### config.mk
export PLATFORM = sky130hd
export DESIGN_NAME = decoder_pipe_n
export DESIGN_NICKNAME = d
export VERILOG_FILES = /design/src/rtl/decoder_pkg.sv /design/src/rtl/decoder_pipe_n_dec_onehot_ch.sv /design/src/rtl/decoder_pipe_n.sv
export SDC_FILE = /design/constraint.sdc
export NUM_CORES = 1
export LEC_CHECK = 0
export BUFFER_PORTS_ARGS = -buffer_cell sky130_fd_sc_hd__buf_2
export CAP_MARGIN = 20
export CORE_MARGIN = 2
export CORE_UTILIZATION = 40
export CTS_CLUSTER_DIAMETER = 50
export DETAILED_ROUTE_END_ITERATION = 6
export HOLD_SLACK_MARGIN = 0.08
export PLACE_DENSITY = 0.77
export SKIP_CTS_REPAIR_TIMING = 1
export SLEW_MARGIN = 20
export SYNTH_ARGS = -nofsm -noshare
export SYNTH_HDL_FRONTEND = slang
export SYNTH_SLANG_ARGS = --single-unit
### constraint.sdc
create_clock -name i_CLK -period 1.55 [get_ports i_CLK]
set_input_delay 0.465 -clock i_CLK [delete_from_list [all_inputs] [get_ports i_CLK]]
set_output_delay 0.465 -clock i_CLK [all_outputs]
set_load 0.01 [all_outputs]
### src/rtl/decoder_pkg.sv
// Shared types, limits and the address range check for the pipelined one-hot decoder.
// DECODER_CONFLICT_EN selects same-cycle priority suppression and its conflict flag.
package decoder_pkg;

   localparam int CH_MAX  = 4;
   localparam int LAT_MAX = 3;

   // Per-channel flags carried alongside the one-hot vector in every stage
`ifdef DECODER_CONFLICT_EN
   typedef struct packed {
      logic valid;
      logic err;
      logic conflict;
   } ch_flags_t;
`else
   typedef struct packed {
      logic valid;
      logic err;
   } ch_flags_t;
`endif

   function automatic logic addr_in_range(input logic [31:0] addr, input int unsigned n);
      return addr < n;
   endfunction

endpackage

### src/rtl/decoder_pipe_n_dec_onehot_ch.sv
// Combinational single-channel decode: address + enable into one-hot vector,
// live flag and out-of-range error flag.
module dec_onehot_ch
   import decoder_pkg::*;
#(
   parameter int N  = 32,
   parameter int AW = $clog2(N)
) (
   input  logic [AW-1:0] i_a,
   input  logic          i_oe,
   output logic [N-1:0]  o_vec,
   output logic          o_live,
   output logic          o_err
);

   logic in_range;

   always_comb begin
      in_range = addr_in_range(32'(i_a), N);
      o_live   = i_oe && in_range;
      o_err    = i_oe && !in_range;
      o_vec    = '0;
      // Index is only used when in range, so non-power-of-two N is safe
      if (o_live) o_vec[i_a] = 1'b1;
   end

endmodule

### src/rtl/decoder_pipe_n.sv
// Registered multi-channel one-hot decoder with LAT stall/flush-aware stages.
// Define DECODER_CONFLICT_EN to let lower-index channels suppress same-address ones.
module decoder_pipe_n
   import decoder_pkg::*;
#(
   parameter int N   = 32,
   parameter int CH  = 2,
   parameter int LAT = 1,
   localparam int AW = $clog2(N)
) (
   input  logic            i_CLK,
   input  logic            i_RST,
   input  logic [CH*AW-1:0] i_A,
   input  logic [CH-1:0]   i_OE,
   input  logic            i_STALL,
   input  logic            i_FLUSH,
   output logic [CH*N-1:0] o_O,
   output logic [N-1:0]    o_ANY,
   output logic [CH-1:0]   o_VALID,
   output logic [CH-1:0]   o_ERR,
   output logic [CH-1:0]   o_CONFLICT
);

   typedef struct packed {
      logic [N-1:0] vec;
      ch_flags_t    flags;
   } ch_stage_t;

   typedef ch_stage_t [CH-1:0] stage_t;

   logic [AW-1:0] ch_addr  [CH];
   logic [N-1:0]  dec_vec  [CH];
   logic [CH-1:0] dec_live;
   logic [CH-1:0] dec_err;

   genvar gi;
   generate
      for (gi = 0; gi < CH; gi++) begin : g_ch
         assign ch_addr[gi] = i_A[gi*AW +: AW];

         dec_onehot_ch #(
            .N  (N),
            .AW (AW)
         ) u_dec (
            .i_a    (ch_addr[gi]),
            .i_oe   (i_OE[gi]),
            .o_vec  (dec_vec[gi]),
            .o_live (dec_live[gi]),
            .o_err  (dec_err[gi])
         );
      end
   endgenerate

   stage_t in_rec;

`ifdef DECODER_CONFLICT_EN
   logic [CH-1:0] suppress;

   always_comb begin
      suppress = '0;
      for (int k = 1; k < CH; k++) begin
         for (int j = 0; j < k; j++) begin
            if (dec_live[j] && dec_live[k] && (ch_addr[j] == ch_addr[k]))
               suppress[k] = 1'b1;
         end
      end
   end

   always_comb begin
      in_rec = '0;
      for (int k = 0; k < CH; k++) begin
         in_rec[k].vec            = suppress[k] ? '0 : dec_vec[k];
         in_rec[k].flags.valid    = dec_live[k] && !suppress[k];
         in_rec[k].flags.err      = dec_err[k];
         in_rec[k].flags.conflict = suppress[k];
      end
   end
`else
   always_comb begin
      in_rec = '0;
      for (int k = 0; k < CH; k++) begin
         in_rec[k].vec         = dec_vec[k];
         in_rec[k].flags.valid = dec_live[k];
         in_rec[k].flags.err   = dec_err[k];
      end
   end
`endif

   stage_t stage_q [LAT];
   stage_t stage_d [LAT];

   // Flush beats stall; a stall freezes the whole chain including stage 0
   always_comb begin
      stage_d = stage_q;
      if (i_FLUSH) begin
         for (int i = 0; i < LAT; i++) stage_d[i] = '0;
      end else if (!i_STALL) begin
         stage_d[0] = in_rec;
         for (int i = 1; i < LAT; i++) stage_d[i] = stage_q[i-1];
      end
   end

   always_ff @(posedge i_CLK) begin
      if (i_RST) begin
         for (int i = 0; i < LAT; i++) stage_q[i] <= '0;
      end else begin
         stage_q <= stage_d;
      end
   end

   always_comb begin
      o_O        = '0;
      o_ANY      = '0;
      o_VALID    = '0;
      o_ERR      = '0;
      o_CONFLICT = '0;
      for (int k = 0; k < CH; k++) begin
         o_O[k*N +: N] = stage_q[LAT-1][k].vec;
         o_ANY         = o_ANY | stage_q[LAT-1][k].vec;
         o_VALID[k]    = stage_q[LAT-1][k].flags.valid;
         o_ERR[k]      = stage_q[LAT-1][k].flags.err;
`ifdef DECODER_CONFLICT_EN
         o_CONFLICT[k] = stage_q[LAT-1][k].flags.conflict;
`endif
      end
   end

endmodule

## Word-level counts from Yosys, hierarchy flattened

Index checks and enable logic that the tools add are counted.

- Bits in read-only memories: 0
- Output and inout port bits: 102
- Input bits: 16
- Latch bits: 0
- Memory bits (writable): 0
- Memories kept: 0
- Word-level logic and storage cells: 18
- Bits in registers: 66

- Equality and inequality tests: 0
- Magnitude comparators: 4
- Bitwise logic cells: 1
- Add/sub/neg operators: 0
- Divide/modulo/power cells: 0
- Multiply operators: 0
- Reductions and logical operators: 3
- Mux-type cells: 6
- Shift operators: 0

Operators by type and width:

| cell | count |
|---|---|
| 2-to-1 mux 32 bit | 2 |
| OR 32 bit | 1 |
| less-than comparator 5 x 6 -> 1 bit, second input constant | 2 |
| demux 1 bit (select 5 bit) | 2 |
| >= comparator 5 x 1 -> 1 bit, second input constant | 2 |
| logical AND 1 bit | 2 |
| 2-to-1 mux 1 bit | 2 |
| OR reduction 2 bit | 1 |

## Logic depth before layout (Yosys ltp)

- Depth after elaboration: 5
- Mapped depth: 5
- Gate-level depth less buffers: 3

## Cells and area by module

Synthesis repeated with hierarchy kept, for this count alone.

- Cell total of the unflattened synthesis: 356
- Area total of the unflattened synthesis: 3140.5 µm²

By module, submodules not included:

| module | sequential area each (µm²) | times used | area each (µm²) | cells each |
|---|---|---|---|---|
| decoder_pipe_n | 1361.3 | 1 | 2642.5 | 256 |
| dec_onehot_ch | 0.0 | 2 | 249.0 | 50 |

## Worst setup path after synthesis

Ideal clock, no wire load.

- Kind: input to register
- From: input i_STALL
- To: register stage_q (netlist bit o_O[16])
- Arrival: 1183 ps
- Setup time: 65 ps
- Stages on the path: 4
- Data required time: 1485 ps
- Path slack: 302 ps
- Path buffers: 1
- Cell sequence: buf_6 nor4b_4 a22oi_1 nor2_1

RTL lines:

| item | RTL line | RTL |
|---|---|---|
| from (decl) | decoder_pipe_n.sv:15 | `input logic i_STALL,` |
| to (signal assigned) | decoder_pipe_n.sv:107 | `stage_q <= stage_d;` |
| to (decl) | decoder_pipe_n.sv:89 | `stage_t stage_q [LAT];` |

## Worst setup path after layout

- From: register stage_q (netlist bit o_O[63])
- To: output o_ANY[31]

- Cells in the longest elaborated chain, start to end: 1

Ends and longest elaborated chain:

| item | RTL line | RTL |
|---|---|---|
| OR 32 bit | decoder_pipe_n.sv:119 | `o_ANY = o_ANY \| stage_q[LAT-1][k].vec;` |
| to (decl) | decoder_pipe_n.sv:18 | `output logic [N-1:0] o_ANY,` |

Every way passes these cells.

==> results.cfg <==
[layout]
fillers = 561
area_delta_synth_final_pct = 48.0
drive_gt1_frac = 0.553
multi_input_area_mm2 = 0.00130
antenna_cells = 0
post-route-util = 0.616
mostFrequentLayoutCell = buf_2
fin_area_mm2 = 0.00393
register_area_mm2 = 0.00137
layout.nets = 427
layout_common_cells = buf_2, nor2_1, a22oi_1

[synthesis]
ys_seq_area_frac = 0.497
synth.distinct_cells = 18
syn-instance-count = 281
synth-warning-count = 0
netlist_area_mm2 = 0.00266
synth.ff_latch_count = 66
avgSynthCellArea_um2 = 9.45

[sta]
worst_slack_ns = 0.0320
fin_crit_sh = 0.979
tns_ns = 0
slew_headroom = 0.611
finalSetupViolations = 0
hold_viol = 0
slew_viol_final = 0
rsz0062_at_grt = no
worst_pin_slew_ns = 0.582
max_freq_mhz = 659
layout_min_cycle_time_ns = 1.52
finClkSkew_ns = 0

[placement]
gp_congestion = 0.753
pre_cts_ws_ns = -0.000901
placed_area_mm2 = 0.00333
port-buffer-count = 113
hpwl_mm = 5.25

[pwr]
p_leak_nw = 1.82
power.density_mw_per_mm2 = 829
power.total_w = 0.00326
ir_drop_mv = 0.523

[floorplan]
core-area_mm2 = 0.00639
fp.dieW_um = 85.5
num_rows = 29
ioPinCount = 118
die_h_um = 85.5
die_area_mm2 = 0.00731
start_util = 0.416

[min_path]
hp-start = i_OE[1]
hold-path-endpoint = o_VALID[1]$_SDFFE_PP0N_
hold_depth = 3
hold_path.class = input port to flop

[global_routing]
grt_max_degree = 42
track_usage = 0.201
antenna_found_initial = 0
first_global_vias = 2237
grt_pass1_wl_mm = 11.4
grt-ovfl-total = 0

[critical_path]
worst-setup-path-type = flop to output port
arrival_ns = 1.05
ff2ff_setup_slack_ns = 0.74
endpoint_kind = output port
reg2reg_depth = 3
r2r_end = o_O[40]$_SDFFE_PP0N_
cp_max_fo = 3
rr_startpoint = o_O[40]$_SDFFE_PP0N_
startpoint = o_O[63]$_SDFFE_PP0N_
startpoint_type = flop
worstPathRequired_ns = 1.08

[run_status]
status = finished, final reports clean

[route]
wl_per_cell_um = 15.9
vias = 2594
drt_iter0_drc = 108
wl_mm = 7.82
drc_errors = 0
postRouteAntennaNets = 0
vias_per_cell = 5.26
firstDrtPassIters = 4

[cts]
clkTransAtPathRegs_ns = 0.07
clock_latency_ns = 0.34
htreeDepth = 3
cts.sinks = 66
cts-buffers-inserted = 9
cts_tree = done
clockBufferDepth = 2
ctsRootBufferMaster = clkbuf_8

[job]
cap_violations = 0
-- metrics by stage --
step | std cells | hold slack, ns
after global routing | 493 | 0.437
after CTS | 480 | 0.413
final | 493 | 0.427
after floorplan | 284 | 0.535
after global placement | 464 | 0.478
after detailed placement | 464 | 0.492
-- cell type report --
cell class | instances | share of cell area
timing repair buffer | 141 | 0.251
multi-input combinational | 193 | 0.330
clock buffer | 14 | 0.0439
sequential | 66 | 0.347
tap | 77 | 0.0245
clock inverter | 2 | 0.00255
-- where the power goes --
part | switching (W) | internal (W) | leakage [nW]
logic | 0.000146 | 0.0000836 | 1.18
clock network | 0.000618 | 0.000708 | 0.0965
registers | 0.00000387 | 0.00170 | 0.550
-- critical path, cell delays in order, from the launching register on --
cell	delay (ns)
dfxtp_2	0.34
or2_4	0.26
buf_6	0.12
-- state kept, by name, indices dropped and copies added (netlist names) --
| register | flops |
|---|---|
| o_O | 64 |
| o_VALID | 2 |
-- cell families (layout without fill, tap and decap cells) --
group                  after synthesis  in the layout  synth area share
multiplexers                         2              2           0.00754
AO/OA/AOI/OAI                       64             64             0.181
flip-flops                          66             66             0.497
buffers and inverters               25            157            0.0551
AND/OR/NAND/NOR                    123            123             0.258
other                                1              4           0.00141
-- per-layer routing --
layer,global-route usage,part of all wire
met5,0,0
met2,0.344,0.54
met3,0.0597,0.057
met1,0.241,0.40
met4,0.0707,0.0081
-- Yosys cell counts --
| cell | instances | share of area |
|---|---|---|
| clkbuf_1 | 4 | 0.0057 |
| buf_4 | 8 | 0.023 |
| buf_6 | 1 | 0.0042 |
| nor4bb_1 | 3 | 0.011 |
| and3_1 | 2 | 0.0047 |
| nor3_1 | 2 | 0.0038 |
| and4bb_2 | 1 | 0.0047 |
| and3b_1 | 6 | 0.020 |
| mux2i_1 | 2 | 0.0075 |
| a22oi_1 | 64 | 0.18 |
| and4b_1 | 2 | 0.0075 |
| nor3b_1 | 6 | 0.017 |
| buf_2 | 12 | 0.023 |
| conb_1 | 1 | 0.0014 |
| nor2_1 | 66 | 0.093 |
| dfxtp_1 | 66 | 0.50 |
| or2_2 | 33 | 0.078 |
| nor4b_4 | 2 | 0.018 |
-- how the worst max path moves through the flow --
stage	to	slack (ns)
after global placement	o_VALID[1]$_SDFFE_PP0N_	0.03
after CTS	o_ANY[31]	-0.06
after global routing	o_ANY[31]	0.006
after floorplan	o_O[16]$_SDFFE_PP0N_	0.30
after detailed placement	o_VALID[1]$_SDFFE_PP0N_	-0.0009
final	o_ANY[31]	0.03
Power figures use the tool's default switching activity.
